## src/rtl/stream_demux.sv

```systemverilog
// Purpose: routes whole packets from one input stream to output 1 or 2, chosen by select at the first beat.
// Latency: 1 cycle from input acceptance to the routed output register; sustains 1 beat/cycle.
// Backpressure: s_ready = routed output register empty or draining; the unrouted output never stalls the input.
module stream_demux #(
    parameter int DATA_WIDTH = 8
) (
    input  logic                  clk,
    input  logic                  reset,
    input  logic                  select,
    input  logic [DATA_WIDTH-1:0] s_data,
    input  logic                  s_valid,
    output logic                  s_ready,
    input  logic                  s_last,
    output logic [DATA_WIDTH-1:0] m1_data,
    output logic                  m1_valid,
    input  logic                  m1_ready,
    output logic                  m1_last,
    output logic [DATA_WIDTH-1:0] m2_data,
    output logic                  m2_valid,
    input  logic                  m2_ready,
    output logic                  m2_last,
    output logic [7:0]            pkt_cnt1,
    output logic [7:0]            pkt_cnt2
);

    typedef enum logic [1:0] {
        IDLE = 2'd0,
        PKT1 = 2'd1,
        PKT2 = 2'd2
    } state_t;

    state_t                r_state;
    state_t                w_state_nxt;
    logic                  w_route;     // 0 = output 1, 1 = output 2
    logic                  w_m1_free;
    logic                  w_m2_free;
    logic                  w_acc;
    logic                  w_acc1;
    logic                  w_acc2;
    logic [DATA_WIDTH-1:0] r_m1_data;
    logic [DATA_WIDTH-1:0] r_m2_data;
    logic                  r_m1_valid;
    logic                  r_m2_valid;
    logic                  r_m1_last;
    logic                  r_m2_last;
    logic [7:0]            r_cnt1;
    logic [7:0]            r_cnt2;

    // Route: live select while idle, otherwise the output locked at packet start.
    assign w_route   = (r_state == PKT2) ? 1'b1 :
                       (r_state == PKT1) ? 1'b0 : select;

    // An output register can take a beat if it is empty or being drained this cycle.
    assign w_m1_free = ~r_m1_valid | m1_ready;
    assign w_m2_free = ~r_m2_valid | m2_ready;

    // Reset gates ready so nothing is accepted while reset is held.
    assign s_ready   = reset & (w_route ? w_m2_free : w_m1_free);
    assign w_acc     = s_valid & s_ready;
    assign w_acc1    = w_acc & ~w_route;
    assign w_acc2    = w_acc & w_route;

    // Routing state register.
    always_ff @(posedge clk or negedge reset) begin
        if (!reset) begin
            r_state <= IDLE;
        end else begin
            r_state <= w_state_nxt;
        end
    end

    // Next state: lock on a non-final first beat, unlock when the final beat is accepted.
    always_comb begin
        w_state_nxt = r_state;
        case (r_state)
            IDLE: begin
                if (w_acc && !s_last) begin
                    w_state_nxt = select ? PKT2 : PKT1;
                end
            end
            PKT1, PKT2: begin
                if (w_acc && s_last) begin
                    w_state_nxt = IDLE;
                end
            end
            default: w_state_nxt = IDLE;
        endcase
    end

    // Output-1 register: load on routed accept (drain+refill in one cycle), clear valid on drain.
    always_ff @(posedge clk or negedge reset) begin
        if (!reset) begin
            r_m1_valid <= 1'b0;
            r_m1_data  <= '0;
            r_m1_last  <= 1'b0;
        end else if (w_acc1) begin
            r_m1_valid <= 1'b1;
            r_m1_data  <= s_data;
            r_m1_last  <= s_last;
        end else if (m1_ready) begin
            r_m1_valid <= 1'b0;
        end
    end

    // Output-2 register: same behaviour as output 1.
    always_ff @(posedge clk or negedge reset) begin
        if (!reset) begin
            r_m2_valid <= 1'b0;
            r_m2_data  <= '0;
            r_m2_last  <= 1'b0;
        end else if (w_acc2) begin
            r_m2_valid <= 1'b1;
            r_m2_data  <= s_data;
            r_m2_last  <= s_last;
        end else if (m2_ready) begin
            r_m2_valid <= 1'b0;
        end
    end

    // Packet counters: count final beats actually leaving each output; wrap at 8 bits.
    always_ff @(posedge clk or negedge reset) begin
        if (!reset) begin
            r_cnt1 <= 8'd0;
            r_cnt2 <= 8'd0;
        end else begin
            if (r_m1_valid && m1_ready && r_m1_last) begin
                r_cnt1 <= r_cnt1 + 8'd1;
            end
            if (r_m2_valid && m2_ready && r_m2_last) begin
                r_cnt2 <= r_cnt2 + 8'd1;
            end
        end
    end

    assign m1_data  = r_m1_data;
    assign m1_valid = r_m1_valid;
    assign m1_last  = r_m1_last;
    assign m2_data  = r_m2_data;
    assign m2_valid = r_m2_valid;
    assign m2_last  = r_m2_last;
    assign pkt_cnt1 = r_cnt1;
    assign pkt_cnt2 = r_cnt2;

endmodule

```

## config.mk

```make
export PLATFORM = sky130hd
export DESIGN_NAME = stream_demux
export DESIGN_NICKNAME = d
export VERILOG_FILES = /design/src/rtl/stream_demux.sv
export SDC_FILE = /design/constraint.sdc
export NUM_CORES = 1
export LEC_CHECK = 0
export BUFFER_PORTS_ARGS = -buffer_cell sky130_fd_sc_hd__buf_2
export CORE_MARGIN = 4
export CORE_UTILIZATION = 45
export CTS_CLUSTER_SIZE = 25
export DETAILED_ROUTE_END_ITERATION = 16
export MAX_ROUTING_LAYER = met4
export PLACE_DENSITY = 0.77
export SETUP_SLACK_MARGIN = 0.2
export SLEW_MARGIN = 20
export SYNTH_ARGS = -nofsm -noshare
export SYNTH_HDL_FRONTEND = slang
export SYNTH_SLANG_ARGS = --single-unit
```

## constraint.sdc

```tcl
create_clock -name clk -period 1.9 [get_ports clk]
set_clock_uncertainty 0.2 [all_clocks]
set_input_delay 0.095 -clock clk [delete_from_list [all_inputs] [get_ports clk]]
set_output_delay 0.095 -clock clk [all_outputs]
set_load 0.01 [all_outputs]
```

---- Yosys cells after proc, flatten, opt, wreduce, memory -nomap -nowiden ----
Cells that the tools add are included.
cells by class
  muxes and demuxes ....................... 11
  bitwise gates (word level) .............. 9
  equal/unequal tests ..................... 4
  $add $sub $neg .......................... 2
  reduce and logical (&&, ||, !) cells .... 12
operators by type and width
  cell                                                                   number
  8-bit by 1-bit adder with 8-bit output, second input constant          2
  1-bit 2-to-1 mux                                                       7
  1-bit logical AND                                                      6
  2-bit 2-to-1 mux                                                       3
  1-bit bitwise AND                                                      4
  2-bit != test, second input constant                                   2
  2-bit one-hot mux with 2 select lines                                  1
  2-bit nonzero test                                                     2
  1-bit inverter                                                         3
  2-bit by 1-bit equality test with 1-bit output, second input constant  1
  2-bit equality test, second input constant                             1
  2-bit zero test                                                        1
  1-bit bitwise OR                                                       2
  2-bit AND reduction                                                    1
  2-bit OR reduction                                                     1
  1-bit zero test                                                        1
word-level totals
  bits of input ports ..................... 15
  register bits after elaboration ......... 38
  output and inout bits ................... 37
  word-level logic and storage cells ...... 47

---- Logic depth before layout (Yosys ltp) ----
Gate-level depths: netlist of the first run.
  depth in word-level cells ............... 9
  depth in mapped cells ................... 7
  gate-level depth less buffers ........... 6

---- Worst setup path after synthesis of the first run ----
OpenSTA, ideal clock, no wires.
  path type ............................... register -> register
  start point ............................. register r_state[0]
  end point ............................... register r_m1_data[1], in the netlist m1_data[1]
  path slack .............................. 0.055 ns
  buffers on the path ..................... 1
  cell stages (with the launch flop) ...... 6
  library setup time ...................... 0.125 ns
  clock period less this slack ............ 1.845 ns
  arrival time ............................ 1.521 ns
  required time ........................... 1.575 ns
  cell sequence ........................... dfrtp_1 -> inv_1 -> ha_1 -> nor4_4 -> buf_6 -> mux2_2
on the way
  longest elaborated chain between the ends .. 7
  elaborated cells between the ends (all ways) .. 9
  those cells by class .................... eq/ne (2); mux (3); bitwise (4)
ends and longest elaborated chain
  what                                            RTL line  RTL
  from (decl)                                     32        state_t r_state;
  from (signal assigned)                          68        r_state <= w_state_nxt;
  2-bit by 1-bit equality test with 1-bit output  51        (r_state == PKT1) ? 1'b0 : select;
  1-bit 2-to-1 mux                                51
  1-bit 2-to-1 mux (*)                            50        assign w_route = (r_state == PKT2) ? 1'b1 :
  1-bit 2-to-1 mux                                58        assign s_ready = reset & (w_route ? w_m2_free : w_m1_free);
  1-bit bitwise AND                               58
  1-bit bitwise AND                               59        assign w_acc = s_valid & s_ready;
  1-bit bitwise AND (*)                           60        assign w_acc1 = w_acc & ~w_route;
  to (signal assigned)                            98        r_m1_data <= s_data;
  to (decl)                                       40        logic [DATA_WIDTH-1:0] r_m1_data;
Every way passes the cells marked *; elsewhere a longest branch is shown, timed or not.
A chain may end at the register's enable or synchronous reset.

---- Worst setup path in the final report of the first run ----
  start point ............................. register r_state[1]
  end point ............................... output port s_ready
on the way
  longest elaborated chain between the ends .. 5
  elaborated cells between the ends (all ways) .. 6
  those cells by class .................... eq/ne (2); mux (3); bitwise (1)
ends and longest elaborated chain
  what                                            RTL line  RTL
  2-bit by 1-bit equality test with 1-bit output  51
  1-bit 2-to-1 mux                                51
  1-bit 2-to-1 mux (*)                            50
  1-bit 2-to-1 mux (*)                            58
  1-bit bitwise AND (*)                           58
  to (decl)                                       12        output logic s_ready,
Marks and branches as above.

==> results of run 1 <==
-- registers in the layout, summed over array words and instances (netlist names) --
register / cells
m1_data: 8
m2_valid: 1
pkt_cnt2: 8
m1_last: 1
r_state: 2
m2_data: 8
m1_valid: 1
pkt_cnt1: 8
m2_last: 1
-- final cells by class --
cell class	instances	area, µm²	area share
Clock buffer	7	86.3	0.0361
Clock inverter	1	5.00	0.00209
Inverter	2	7.51	0.00314
Multi-Input combinational cell	100	803	0.336
Sequential cell	38	951	0.397
Tap cell	48	60.1	0.0251
Timing Repair Buffer	76	480	0.201
-- critical path, cell delays in order (launching register included) --
cell	delay, ns
dfrtp_1	0.40
inv_2	0.07
ha_4	0.16
nor2b_4	0.19
nor2_2	0.07
o211a_1	0.22
buf_2	0.13
-- worst paths after layout --
path | from | to | slack (ns)
max in group asynchronous | reset | m2_data[5]$_DFFE_PN0P_ | 0.73
worst max-delay path | r_state[1]$_DFFE_PN0P_ | s_ready | 0.08
worst min register to register | pkt_cnt1[7]$_DFFE_PN0P_ | pkt_cnt1[7]$_DFFE_PN0P_ | 0.26
worst min-delay path | m1_ready | m1_valid$_DFFE_PN0P_ | 0.04
min in group asynchronous | reset | m1_data[0]$_DFFE_PN0P_ | 0.15
worst max register to register | r_state[1]$_DFFE_PN0P_ | m1_data[7]$_DFFE_PN0P_ | 0.08
-- stage by stage --
stage          worst slack (ns)  setup TNS (ns)  cells   util  hold slack [ns]
5_1_grt                  0.0316               0    272  0.649           0.0334
2_1_floorplan             0.141               0    145      -           -0.401
3_5_place_dp            -0.0324          -0.204    247  0.568           -0.156
6_report                 0.0755               0    272  0.649           0.0422
4_1_cts                  0.0788               0    269  0.630           0.0374
3_3_place_gp             0.0465               0    247  0.568           -0.152
-- cells by family after synthesis --
group	Yosys count	synth area share
and+or+nand+nor	61	0.198
DFF	38	0.552
xor gates and xnor gates	14	0.0712
muxes	11	0.0719
AOI/OAI and AO/OA	9	0.0443
buffers and inverters	7	0.0261
adders and majority gates	5	0.0363
-- synth_stat cells --
cell type,instances
nand3_1,4
or2b_1,1
nand4_1,4
o211a_1,1
o2111ai_1,2
or4_4,1
o2111a_1,1
buf_2,3
and3_1,4
o21ai_0,2
nand2_1,34
mux2_2,11
nand2b_1,1
xor2_1,4
a31oi_1,2
nand3_2,2
ha_1,5
nor4bb_1,1
and4_1,1
dfrtp_1,38
and4_4,1
o2111ai_2,1
xnor2_1,10
nor2b_4,2
nor4b_1,1
inv_1,2
nor4_4,1
buf_6,2
nor2_1,3
-- layer usage --
| layer | track usage | routed length, µm | part of all wire |
|---|---|---|---|
| met1 | 0.206 | 1690 | 0.41 |
| met2 | 0.295 | 2140 | 0.52 |
| met3 | 0.0403 | 215 | 0.053 |
| met4 | 0.0447 | 40 | 0.0098 |
| met5 | - | 0 | 0 |
-- power by group --
part	switching [W]	leakage [nW]	total, W	internal (W)
clock network	0.000270	0.0482	0.000562	0.000293
registers	0.000220	0.486	0.00131	0.00109
logic	0.000629	0.703	0.00128	0.000654
total	0.00112	1.24	0.00316	0.00204
-- repair_timing --
action / 4_1_cts / 5_1_grt
setup buffers: 2 / 3
setup endpoints to repair: 19 / 22
hold buffers: 12 / 0
pin swaps: 1 / 4
gates resized for setup: 1 / 10
endpoints found under the hold margin: 59 / 0
gates cloned: 0 / 0
==> results.txt, run 1 <==
* Antenna fix cells: 0
- In the finished design, the share of the clock period the worst path needs comes to 0.960.
- Of all nets on the critical path, the largest fanout is 5.
- STA puts the critical path data required time at 1.60 ns.
- For this design the static power due to leakage is 1.24 nW.
- The number of max-slew violations in the final report is 0.
- CTS tree: yes
* Worst Max-Slew Pin Slew: 0.435 ns
- Placer congestion estimate: 0.852
* Flip-flop and latch count after synthesis: 38
- The number of clock buffers added by TritonCTS is 5.
* Ranking of synthesized cells by area: dfrtp_1, nand2_1, mux2_2
* Power Total: 0.00316 W
- Of the synthesized area, sequential elements account for 0.552.
* Post-synthesis net count: 165
- Across every metal layer, demand over resource in global routing totals 0.173.
- GR Overflow Total: 0
- Measured against its own limit, the worst slew margin works out to 0.710.
- After the last flow step, the layout net total stands at 243.
- Share of final-layout standard cells stronger than drive strength 1: 0.438
- Longest Clk Path Bufs: 2
- First-pass GRT wire length: 6660 µm
- Final Cell Area: 2390 µm²
- Across the run, the number of max-cap violations was 0.
* Count of cells along the worst hold path: 3
- Number of levels in the clock H-tree: 2
- Clock root buffer: clkbuf_8
- Pwr dens: 1320 nW/µm²
* Placed wire-length estimate after detailed placement: 2880 µm
* Most common cell after layout, fill and taps aside: buf_2
* Unrepaired setup endpoints after global routing: true
- Final count of negative-setup-slack endpoints: 0
- Fmax: 548 MHz
- The clock reaches the later pin of the worst-skew pair after 0.28 ns.
* Largest voltage drop on the vdd net: 0.736 mV
* Warnings, synthesis: 0
- DRC violations left: 0
* Vias per inst: 5.11
- Outcome: finished, final reports clean
- Worst EP arrival: 1.53 ns
- Number of antenna violations at the first check in global routing: 0
- The worst setup path is captured at an output port.
* Post-detailed-placement cell area: 2100 µm²
- Time the worst path needs with I/O delays and setup: 1.82 ns
- Synthesis-to-layout area growth: 38.9%
* First-pass iteration count of the detailed router: 4
- Clock-pin slew was measured on the worst setup and hold paths at 0.07 ns.
- The filler cells instantiated in the layout total 303.
- Number of nets with antenna violations after routing: 0
- Cell row count: 22
- Synthesized area divided by synthesized cell count: 11.9 µm²
- The library cells used most frequently in the layout, excluding fill and tap cells, are buf_2, dfrtp_1, nand2_1, dlygate4sd3_1, buf_4.
- Nature of the critical path startpoint: register
- Worst min path class: input pin to register
* Top Ports: 52
* Number of instances in the synthesized netlist: 145
* Category of the most critical setup path: register to output port
- Measured along the y axis, the die boundary spans 69.9 µm.
* Hold violation total from the final report: 0
* Cell area after synthesis: 1720 µm²
* Detailed router's first-iteration violation count: 40
- Clock tree synthesis found a total of 38 sinks.
- Of the post-synthesis cell area, the dominant cell type holds 0.552.
- Summed over all instances, the cell type with the most area after synthesis is dfrtp_1.
- Die width: 69.9 µm
- For this block, the via count after detailed routing is 1,390.
- Maximum number of pins on one net before global-route repair: 36
- The initial utilization of the core area, before any placement, comes to 0.467.
* Core box area: 3690 µm²
* Via count of the first global-routing pass: 1,431
- Area enclosed by the die boundary: 4880 µm²
* Total wire length: 4080 µm
- Post-detailed-route wirelength per cell: 15.0 µm
- Measured in cells, the most critical reg-to-reg path has a length of 6.
- Number of buffer cells added on primary ports: 51
* Count of distinct cell types in the synthesized netlist: 29
No activity file was read; power rests on OpenSTA's default activity.
==> run 2, diff against run 1 <==
--- a/config.mk
+++ b/config.mk
@@ -5,13 +5,14 @@
 export SDC_FILE = /design/constraint.sdc
 export NUM_CORES = 1
 export LEC_CHECK = 0
+export ABC_AREA = 1
 export BUFFER_PORTS_ARGS = -buffer_cell sky130_fd_sc_hd__buf_2
 export CORE_MARGIN = 4
-export CORE_UTILIZATION = 45
+export CORE_UTILIZATION = 46
 export CTS_CLUSTER_SIZE = 25
 export DETAILED_ROUTE_END_ITERATION = 16
 export MAX_ROUTING_LAYER = met4
-export PLACE_DENSITY = 0.77
+export PLACE_DENSITY = 0.78
 export SETUP_SLACK_MARGIN = 0.2
 export SLEW_MARGIN = 20
 export SYNTH_ARGS = -nofsm -noshare
==> run 2 against run 1 <==
  * Routed wire length fell by 9.2%
  * Critical path depth increased by 2
  * Non-clock buffer count is 6 lower
  * Sequential power is essentially flat
  * Global-route usage fell by 0.55 points
  * Maximum frequency decreased by 0.21%
  * Worst setup slack worse by 0.0038 ns
  * Count of clock-buffer cells in the layout shrank 1
  * Register-to-register slack barely moved
==> results.txt, run 2 <==
- The top fanout value on the critical path was 4 (was 5).
* Top Ports: 52 (unchanged)
- The number of cells after detailed placement is 264 (was 247).
- The count of fill cells added during filler insertion came to 307 (was 303).
* Remaining max-slew budget at the tightest pin: 0.680 (was 0.710)
* Internal power consumption: 0.00193 W (was 0.00204 W)
- Num CTS Buffers: 5 (unchanged)
* Proportion of synthesized flip-flops having asynchronous set or reset: 1.00 (unchanged)
- Commonest cells after routing, fill and taps aside: buf_2, dfrtp_1, nand2_1, inv_1, o21ai_2 (was buf_2, dfrtp_1, nand2_1, dlygate4sd3_1, buf_4)
- Detailed router's first-iteration violation count: 63 (was 40)
- Sequential fraction of the synthesis area: 0.541 (was 0.552)
* DRC violations left: 0 (unchanged)
* Maximum number of pins on one net before global-route repair: 39 (was 36)
- The number of setup violations in the final report was 0 (unchanged).
- The cell chosen for the clock root is clkbuf_8 (unchanged).
* Cells along the critical path: inv_2, ha_4, inv_2, nand2_2, nand2_4, a21oi_4, and2_4, buf_6 (was inv_2, ha_4, nor2b_4, nor2_2, o211a_1, buf_2)
- Outcome: finished, final reports clean (unchanged)
- The top cell type's share of synthesized area was 0.541 (was 0.552).
- CP max stage delay: 0.41 ns (was 0.40 ns)
- The uppermost layer routed was met4 (unchanged).
- Total wire length: 3710 µm (was 4080 µm)
- Post-detailed-placement cell area: 2060 µm² (was 2100 µm²)
* Final Cell Area: 2410 µm² (was 2390 µm²)
- Pwr dens: 1290 nW/µm² (was 1320 nW/µm²)
- Period Utilization, post-route: 0.962 (was 0.960)
- The H-tree depth was 2 (unchanged).
- Top cells by count, synth: dfrtp_1, nand2_1, inv_1 (was dfrtp_1, nand2_1, mux2_2).
- The row count is 22 (unchanged).
- Share of power burned in registers: 0.420 (was 0.415)
* Unrepaired setup endpoints after global routing: true (unchanged)
- The required time at the worst-slack endpoint came to 1.60 ns (about the same).
- Vias per inst: 4.76 (was 5.11)
* Switching share of power: 0.381 (was 0.354)
- The most common cell in the netlist was dfrtp_1 (unchanged).
- The post-synthesis share of cell area spent on xor and xnor gates is 0.0648 (was 0.0712).
* Number of antenna violations at the first check in global routing: 0 (unchanged)
* Number of nets with antenna violations after routing: 0 (unchanged)
- The footprint of the multi-input gates was 756 µm² (was 803 µm²).
* Ranking of synthesized cells by area: dfrtp_1, o21ai_2, nand2_1 (was dfrtp_1, nand2_1, mux2_2)
- Kind of end point of the critical path: output port (unchanged)
- The number of warnings printed during yosys synthesis is 0 (unchanged).
* Count of distinct cell types in the synthesized netlist: 22 (was 29)
- The clock insertion delay at the later pin of the skew report came to 0.29 ns (was 0.28 ns).
- Fmax: 547 MHz (was 548 MHz)
* Met2 wirelength from detailed routing: 1870 µm (was 2140 µm)
* Placed wire-length estimate after detailed placement: 2440 µm (was 2880 µm)
- Sequential cell area in the final layout: 952 µm² (was 951 µm²)
* Wire length on met3: 212 µm (was 215 µm)
* Main synth FF type: dfrtp_1 (unchanged)
- The largest family of logic cells by synthesized area is simple AND/OR/NAND/NOR gates (unchanged).
- The area growth from synthesis to final layout was 37.3% (was 38.9%).
* First-pass iteration count of the detailed router: 4 (unchanged)
* Max-cap violation count: 0 (unchanged)
* Adder-cell share of the synthesized area: 0.0356 (was 0.0363)
- The worst-case hold slack was 0.00944 ns (was 0.0422 ns).
* Category of the most critical setup path: register to output port (unchanged)
* Hold violation total from the final report: 0 (unchanged)
- Number of buffer cells added on primary ports: 51 (unchanged)
* Clock power frac: 0.186 (was 0.178)
- Largest voltage drop on the vdd net: 0.721 mV (was 0.736 mV)
- CTS tree: yes (unchanged)
- GR Overflow Total: 0 (unchanged)
* Clock net sink count: 38 (unchanged)
- Total count of max-transition violations in the final report: 0 (unchanged)
- Placer congestion estimate: 0.686 (was 0.852)
- The die height was 69.8 µm (was 69.9 µm).
- Cell area after synthesis: 1760 µm² (was 1720 µm²)
- The effective utilization at floorplan is 0.476 (was 0.467).
* Nature of the critical path startpoint: register (unchanged)
* Count of vias placed by the detailed router: 1,390 (unchanged)
- The number of instances in the synthesized netlist was 166 (was 145).
* Via count of the first global-routing pass: 1,449 (was 1,431)
- The logic gate share of total power was 0.394 (was 0.407).
- Multiplexer fraction of the synthesized cell area: 0.0128 (was 0.0719)
* Worst EP arrival: 1.53 ns (about the same)
- Die width: 69.8 µm (was 69.9 µm)
- Area enclosed by the die boundary: 4870 µm² (was 4880 µm²)
- Top cell type by total area after synthesis: dfrtp_1 (unchanged)
* Flip-flop and latch count after synthesis: 38 (unchanged)
- Number of standard cells in the layout, taps in and fillers out: 292 (was 272)
* Compound-cell area share of the yosys netlist: 0.105 (was 0.0443)
- Among the stages of the critical path, the cell type that occurs most often is inv_2.
- Nets@finish: 263 (was 243)
* Share of final-layout standard cells stronger than drive strength 1: 0.439 (was 0.438)
* Longest Clk Path Bufs: 2 (unchanged)
- P_leak: 1.27 nW (was 1.24 nW)
* Post-synthesis net count: 186 (was 165)
- Core box area: 3690 µm² (unchanged)
- The path category of the worst min-delay check is input pin to register (unchanged).
* Total global routing track utilization: 0.167 (was 0.173)
- The wire length of the first global-routing pass came to 6400 µm (was 6660 µm).
- The most frequent standard cell in the layout excluding fill and tap cells was buf_2 (unchanged).
- Met1 Routed Length: 1570 µm (was 1690 µm)
- The time the final worst path needs with I/O delays and setup came to 1.83 ns (was 1.82 ns).
- Net switching power: 0.00118 W (was 0.00112 W)
- Worst-path clk slew: 0.08 ns (was 0.07 ns)
- The critical path's slowest cell was dfrtp_1 (unchanged).
- Worst Max-Slew Pin Slew: 0.480 ns (was 0.435 ns)
- Post-detailed-route wirelength per cell: 12.7 µm (was 15.0 µm)
* Number of flops mapped to enable cells by yosys: 0 (unchanged)
* Antenna fix cells: 0 (unchanged)
* Share of synthesized cell area in and, or, nand and nor gates: 0.173 (was 0.198)
* Synthesized area divided by synthesized cell count: 10.6 µm² (was 11.9 µm²)
-- run 2: area by class of cell --
class                      instances  share of cell area
inverter                          25              0.0399
sequential                        38               0.395
multi-input combinational        103               0.313
timing repair buffer              70               0.188
clock inverter                     2             0.00519
clock buffer                       6              0.0342
tap                               48              0.0249
-- run 2: per-stage QoR --
step,power [W],setup slack (ns),util,TNS [ns]
CTS,0.00309,0.0770,0.645,0
finish,0.00311,0.0717,0.654,0
global placement,0.00235,0.0500,0.558,0
detailed placement,0.00239,-0.0180,0.558,-0.0507
floorplan,0.00198,0.181,-,0
global route,0.00332,-0.00565,0.654,-0.0221
-- run 2: power groups by stage --
stage               logic (W)  clock network [W]  registers [W]
global placement      0.00105                  0        0.00130
CTS                   0.00120           0.000589        0.00129
floorplan            0.000574                  0        0.00141
finish                0.00123           0.000578        0.00131
detailed placement    0.00109                  0        0.00130
global route          0.00136           0.000613        0.00135
-- run 2: worst paths after layout --
kind                                               from                 endpoint  slack (ns)  cells past startpoint
worst max-delay path             r_state[1]$_DFFE_PN0P_                  s_ready        0.07                      8
worst min-delay path                            s_valid   m2_data[3]$_DFFE_PN0P_       0.009                      3
worst max register to register   r_state[1]$_DFFE_PN0P_   m1_data[7]$_DFFE_PN0P_        0.09                     11
worst min register to register  pkt_cnt2[7]$_DFFE_PN0P_  pkt_cnt2[7]$_DFFE_PN0P_        0.26                      1
max in group asynchronous                         reset   r_state[0]$_DFFE_PN0P_        0.91                      3
min in group asynchronous                         reset   m1_data[5]$_DFFE_PN0P_        0.22                      3
-- run 2: critical path, delay by kind of cell (launching register included) --
| family | cells | cell delay (ns) |
|---|---|---|
| fa+ha+maj | 1 | 0.12 |
| flops | 1 | 0.41 |
| compound gates | 1 | 0.14 |
| buf+inv | 3 | 0.23 |
| simple gates | 3 | 0.36 |
-- run 2: cells by family after synthesis --
logic type,count (synthesis)
AOI/OAI and AO/OA,21
xor gates and xnor gates,13
adders and majority gates,5
buffers and inverters,27
DFF,38
muxes,2
and+or+nand+nor,60
-- run 2: timing repair --
item | in CTS | in global routing
endpoints found under the hold margin | 62 | 0
endpoints found under the setup margin | 21 | 26
resized for setup | 7 | 11
setup buffers | 5 | 0
hold buffers | 13 | 0
cloned | 2 | 0
pin swaps | 3 | 4
-- run 2: metal layers --
metal  global-route usage  vias to the layer above
met5                    -                        -
met4               0.0574                        0
met3               0.0406                        7
met2                0.285                       39
met1                0.192                      659
li1                     -                      685
==> run 3, diff against run 2 <==
--- a/config.mk
+++ b/config.mk
@@ -7,6 +7,7 @@
 export LEC_CHECK = 0
 export ABC_AREA = 1
 export BUFFER_PORTS_ARGS = -buffer_cell sky130_fd_sc_hd__buf_2
+export CORE_ASPECT_RATIO = 1.25
 export CORE_MARGIN = 4
 export CORE_UTILIZATION = 46
 export CTS_CLUSTER_SIZE = 25
==> run 3 against run 2 <==
  * Die area grew 0.13%
  * Highest routed layer unchanged
  * Register-to-register slack got worse by 0.09 ns
  * Worst setup slack lost 0.070 ns
  * First-iteration DRC count fell by 21%
  * Global-route usage rose by 2.0 points
  * Non-clock buffer count is 9 higher
  * Maximum frequency shrank 3.7%
  * Sequential cell count is the same
  * Combinational power grew 17%
==> results.txt, run 3 (same netlist as run 2, synthesis figures left out) <==
- Outcome: finished, final reports clean (unchanged).
- The via count of the first global-routing pass is 1,544 (was 1,449).
- The pin count of the biggest net entering global routing was 39 (unchanged).
- The TritonCTS buffer count came to 5 (unchanged).
* FF-to-FF Start: r_state[1]$_DFFE_PN0P_ (unchanged)
* Setup slack of the worst register-to-register path: 0.002 ns (was 0.09 ns)
- CP Data Required Time: 1.88 ns (was 1.60 ns)
- The worst reg2reg path endpoint is m1_data[2]$_DFFE_PN0P_ (was m1_data[7]$_DFFE_PN0P_).
- The overall power consumption came to 0.00346 W (was 0.00311 W).
- The clock tree from TritonCTS was yes (unchanged).
- Total global routing track utilization: 0.187 (was 0.167)
- Antenna fix cells: 0 (unchanged)
* Nature of the critical path startpoint: register (unchanged)
* Hold path startpoint: s_valid (unchanged)
* Final WS setup: 0.00153 ns (was 0.0717 ns)
- The wire length of the first global-routing pass was 7080 µm (was 6400 µm).
* Number of nets with antenna violations after routing: 0 (unchanged)
* Total Negative Setup Slacks: 0 ns (unchanged)
* Longest Clk Path Bufs: 2 (unchanged)
- GR Overflow Total: 0 (unchanged)
- Area enclosed by the die boundary: 4880 µm² (was 4870 µm²)
- Core box area: 3570 µm² (was 3690 µm²)
- The effective utilization at floorplan came to 0.492 (was 0.476).
- Die width: 63.3 µm (was 69.8 µm)
* Remaining max-slew budget at the tightest pin: 0.681 (was 0.680)
- Hold violation total from the final report: 0 (unchanged)
- Unrepaired setup endpoints after global routing: true (unchanged)
- The power density over the cells is 1350 nW/µm² (was 1290 nW/µm²).
- Fmax: 527 MHz (was 547 MHz)
- Nets@finish: 277 (was 263)
* Worst EP arrival: 1.88 ns (was 1.53 ns)
- The path depth of the worst reg2reg path was 10 (was 11).
- The row count came to 24 (was 22).
- The number of clock sinks seen by CTS is 38 (unchanged).
- Worst Max-Slew Pin Slew: 0.478 ns (was 0.480 ns)
- Count of cells along the worst hold path: 3 (unchanged)
- The final routed wire length divided by cell count is 15.1 µm (was 12.7 µm).
- The count of fill cells added during filler insertion is 254 (was 307).
- Placer congestion estimate: 0.760 (was 0.686)
- Number of levels in the clock H-tree: 2 (unchanged)
* Critical path peak fanout: 5 (was 4)
- Commonest cells after routing, fill and taps aside: buf_2, dfrtp_1, inv_1, nand2_1, o21ai_2 (was buf_2, dfrtp_1, nand2_1, inv_1, o21ai_2).
- The ratio of routed vias to standard cells was 5.06 (was 4.76).
* Sequential cell area in the final layout: 952 µm² (unchanged)
- Worst min path class: input pin to register (unchanged)
* Hold EP: m2_data[2]$_DFFE_PN0P_ (was m2_data[3]$_DFFE_PN0P_)
- P_leak: 1.33 nW (was 1.27 nW)
- The worst-case setup slack after placement was 0.00125 ns (was -0.0180 ns).
- Count of vias placed by the detailed router: 1,499 (was 1,390)
* Clock root buffer: clkbuf_8 (unchanged)
- Area used by multi-input combinational logic: 838 µm² (was 756 µm²)
* Number of antenna violations at the first check in global routing: 0 (unchanged)
- Vertical die dimension: 77.1 µm (was 69.8 µm)
- The time the final worst path needs with I/O delays and setup came to 1.90 ns (was 1.83 ns).
* Worst-path clk slew: 0.07 ns (was 0.08 ns)
- The clock insertion delay at the later pin of the skew report was 0.28 ns (was 0.29 ns).
- The critical path class is register to register (was register to output port).
* Total count of max-transition violations in the final report: 0 (unchanged)
- Detailed router's first-iteration violation count: 50 (was 63)
- The worst-case hold slack is 0.0993 ns (was 0.00944 ns).
- The I/O pin count is 52 (unchanged).
- The DRC violations left was 0 (unchanged).
* Share of final-layout standard cells stronger than drive strength 1: 0.502 (was 0.439)
* Number of buffer cells added on primary ports: 51 (unchanged)
- The number of violations of the max-capacitance limit is 0 (unchanged).
- The wire length after detailed routing came to 4460 µm (was 3710 µm).
* Synthesis-to-layout area growth: 45.9% (was 37.3%)
- The most frequent standard cell in the layout excluding fill and tap cells is buf_2 (unchanged).
* Dpl cells: 255 (was 264)
- Final count of negative-setup-slack endpoints: 0 (unchanged)
- The kind of end point of the critical path was a register (was output port).
- Period Utilization, post-route: 0.999 (was 0.962)
- The largest voltage drop on the vdd net is 0.915 mV (was 0.721 mV).
* Number of standard cells in the layout, taps in and fillers out: 296 (was 292)
- Placed wire-length estimate after detailed placement: 2440 µm (about the same)
* First-pass iteration count of the detailed router: 4 (unchanged)
run 3: cell count changes in the layout (fill, tap and decap cells not counted), sizes merged:
cell	change
buf	+8
clkinv	-1
and2	+1
nand3	+4
dlygate4sd3	+1
clkinvlp	-1
bufinv	+1
run 3: metal layers:
metal	up-vias	track usage	wire [µm]
li1	721	-	-
met1	717	0.216	1770
met2	50	0.323	2350
met3	11	0.0585	257
met4	0	0.0324	81
met5	-	-	0
run 3: critical path, stage by stage (launching register included):
cell and delay, ns:
dfrtp_1 0.43, inv_2 0.10, ha_4 0.13, inv_2 0.03, nand2_2 0.06, nand2_4 0.08
a21oi_4 0.15, and2_4 0.21, nand3_2 0.19, nand2_1 0.14, o21ai_2 0.06
run 3: timing repair:
action	in CTS	in global routing
resized for setup	11	20
cloned	4	3
endpoints found under the setup margin	22	26
hold buffers	14	0
buffers inserted	8	5
pin swaps	6	9
hold endpoints to repair	61	0
run 3: final cells by class:
type	instances	share of cell area
clock inverters	1	0.0117
well taps	39	0.0190
multi-input cells	108	0.327
repair buffers	79	0.199
inverters	25	0.0395
clock buffers	6	0.0322
flip-flops and latches	38	0.371
run 3: worst max path at each step:
| stage | start | endpoint | slack, ns |
|---|---|---|---|
| after floorplan | r_state[0]$_DFFE_PN0P_ | m1_last$_DFFE_PN0P_ | 0.18 |
| after global placement | r_state[0]$_DFFE_PN0P_ | m1_last$_DFFE_PN0P_ | 0.06 |
| after detailed placement | r_state[1]$_DFFE_PN0P_ | m1_data[4]$_DFFE_PN0P_ | 0.001 |
| after CTS | r_state[0]$_DFFE_PN0P_ | s_ready | 0.02 |
| after global routing | r_state[1]$_DFFE_PN0P_ | m1_data[2]$_DFFE_PN0P_ | -0.08 |
| final | r_state[1]$_DFFE_PN0P_ | m1_data[2]$_DFFE_PN0P_ | 0.002 |
run 3: through the flow:
step	area (µm²)	util
after global routing	2560	0.717
final	2560	0.717
after floorplan	1760	-
after CTS	2440	0.682
after global placement	2050	0.572
after detailed placement	2050	0.572
run 3: report_power, final:
group / total [W] / switching, W / internal, W / leakage (nW)
clock network: 0.000688 / 0.000268 / 0.000420 / 0.0573
logic: 0.00144 / 0.000781 / 0.000658 / 0.799
registers: 0.00134 / 0.000244 / 0.00109 / 0.478
total: 0.00346 / 0.00129 / 0.00217 / 1.33
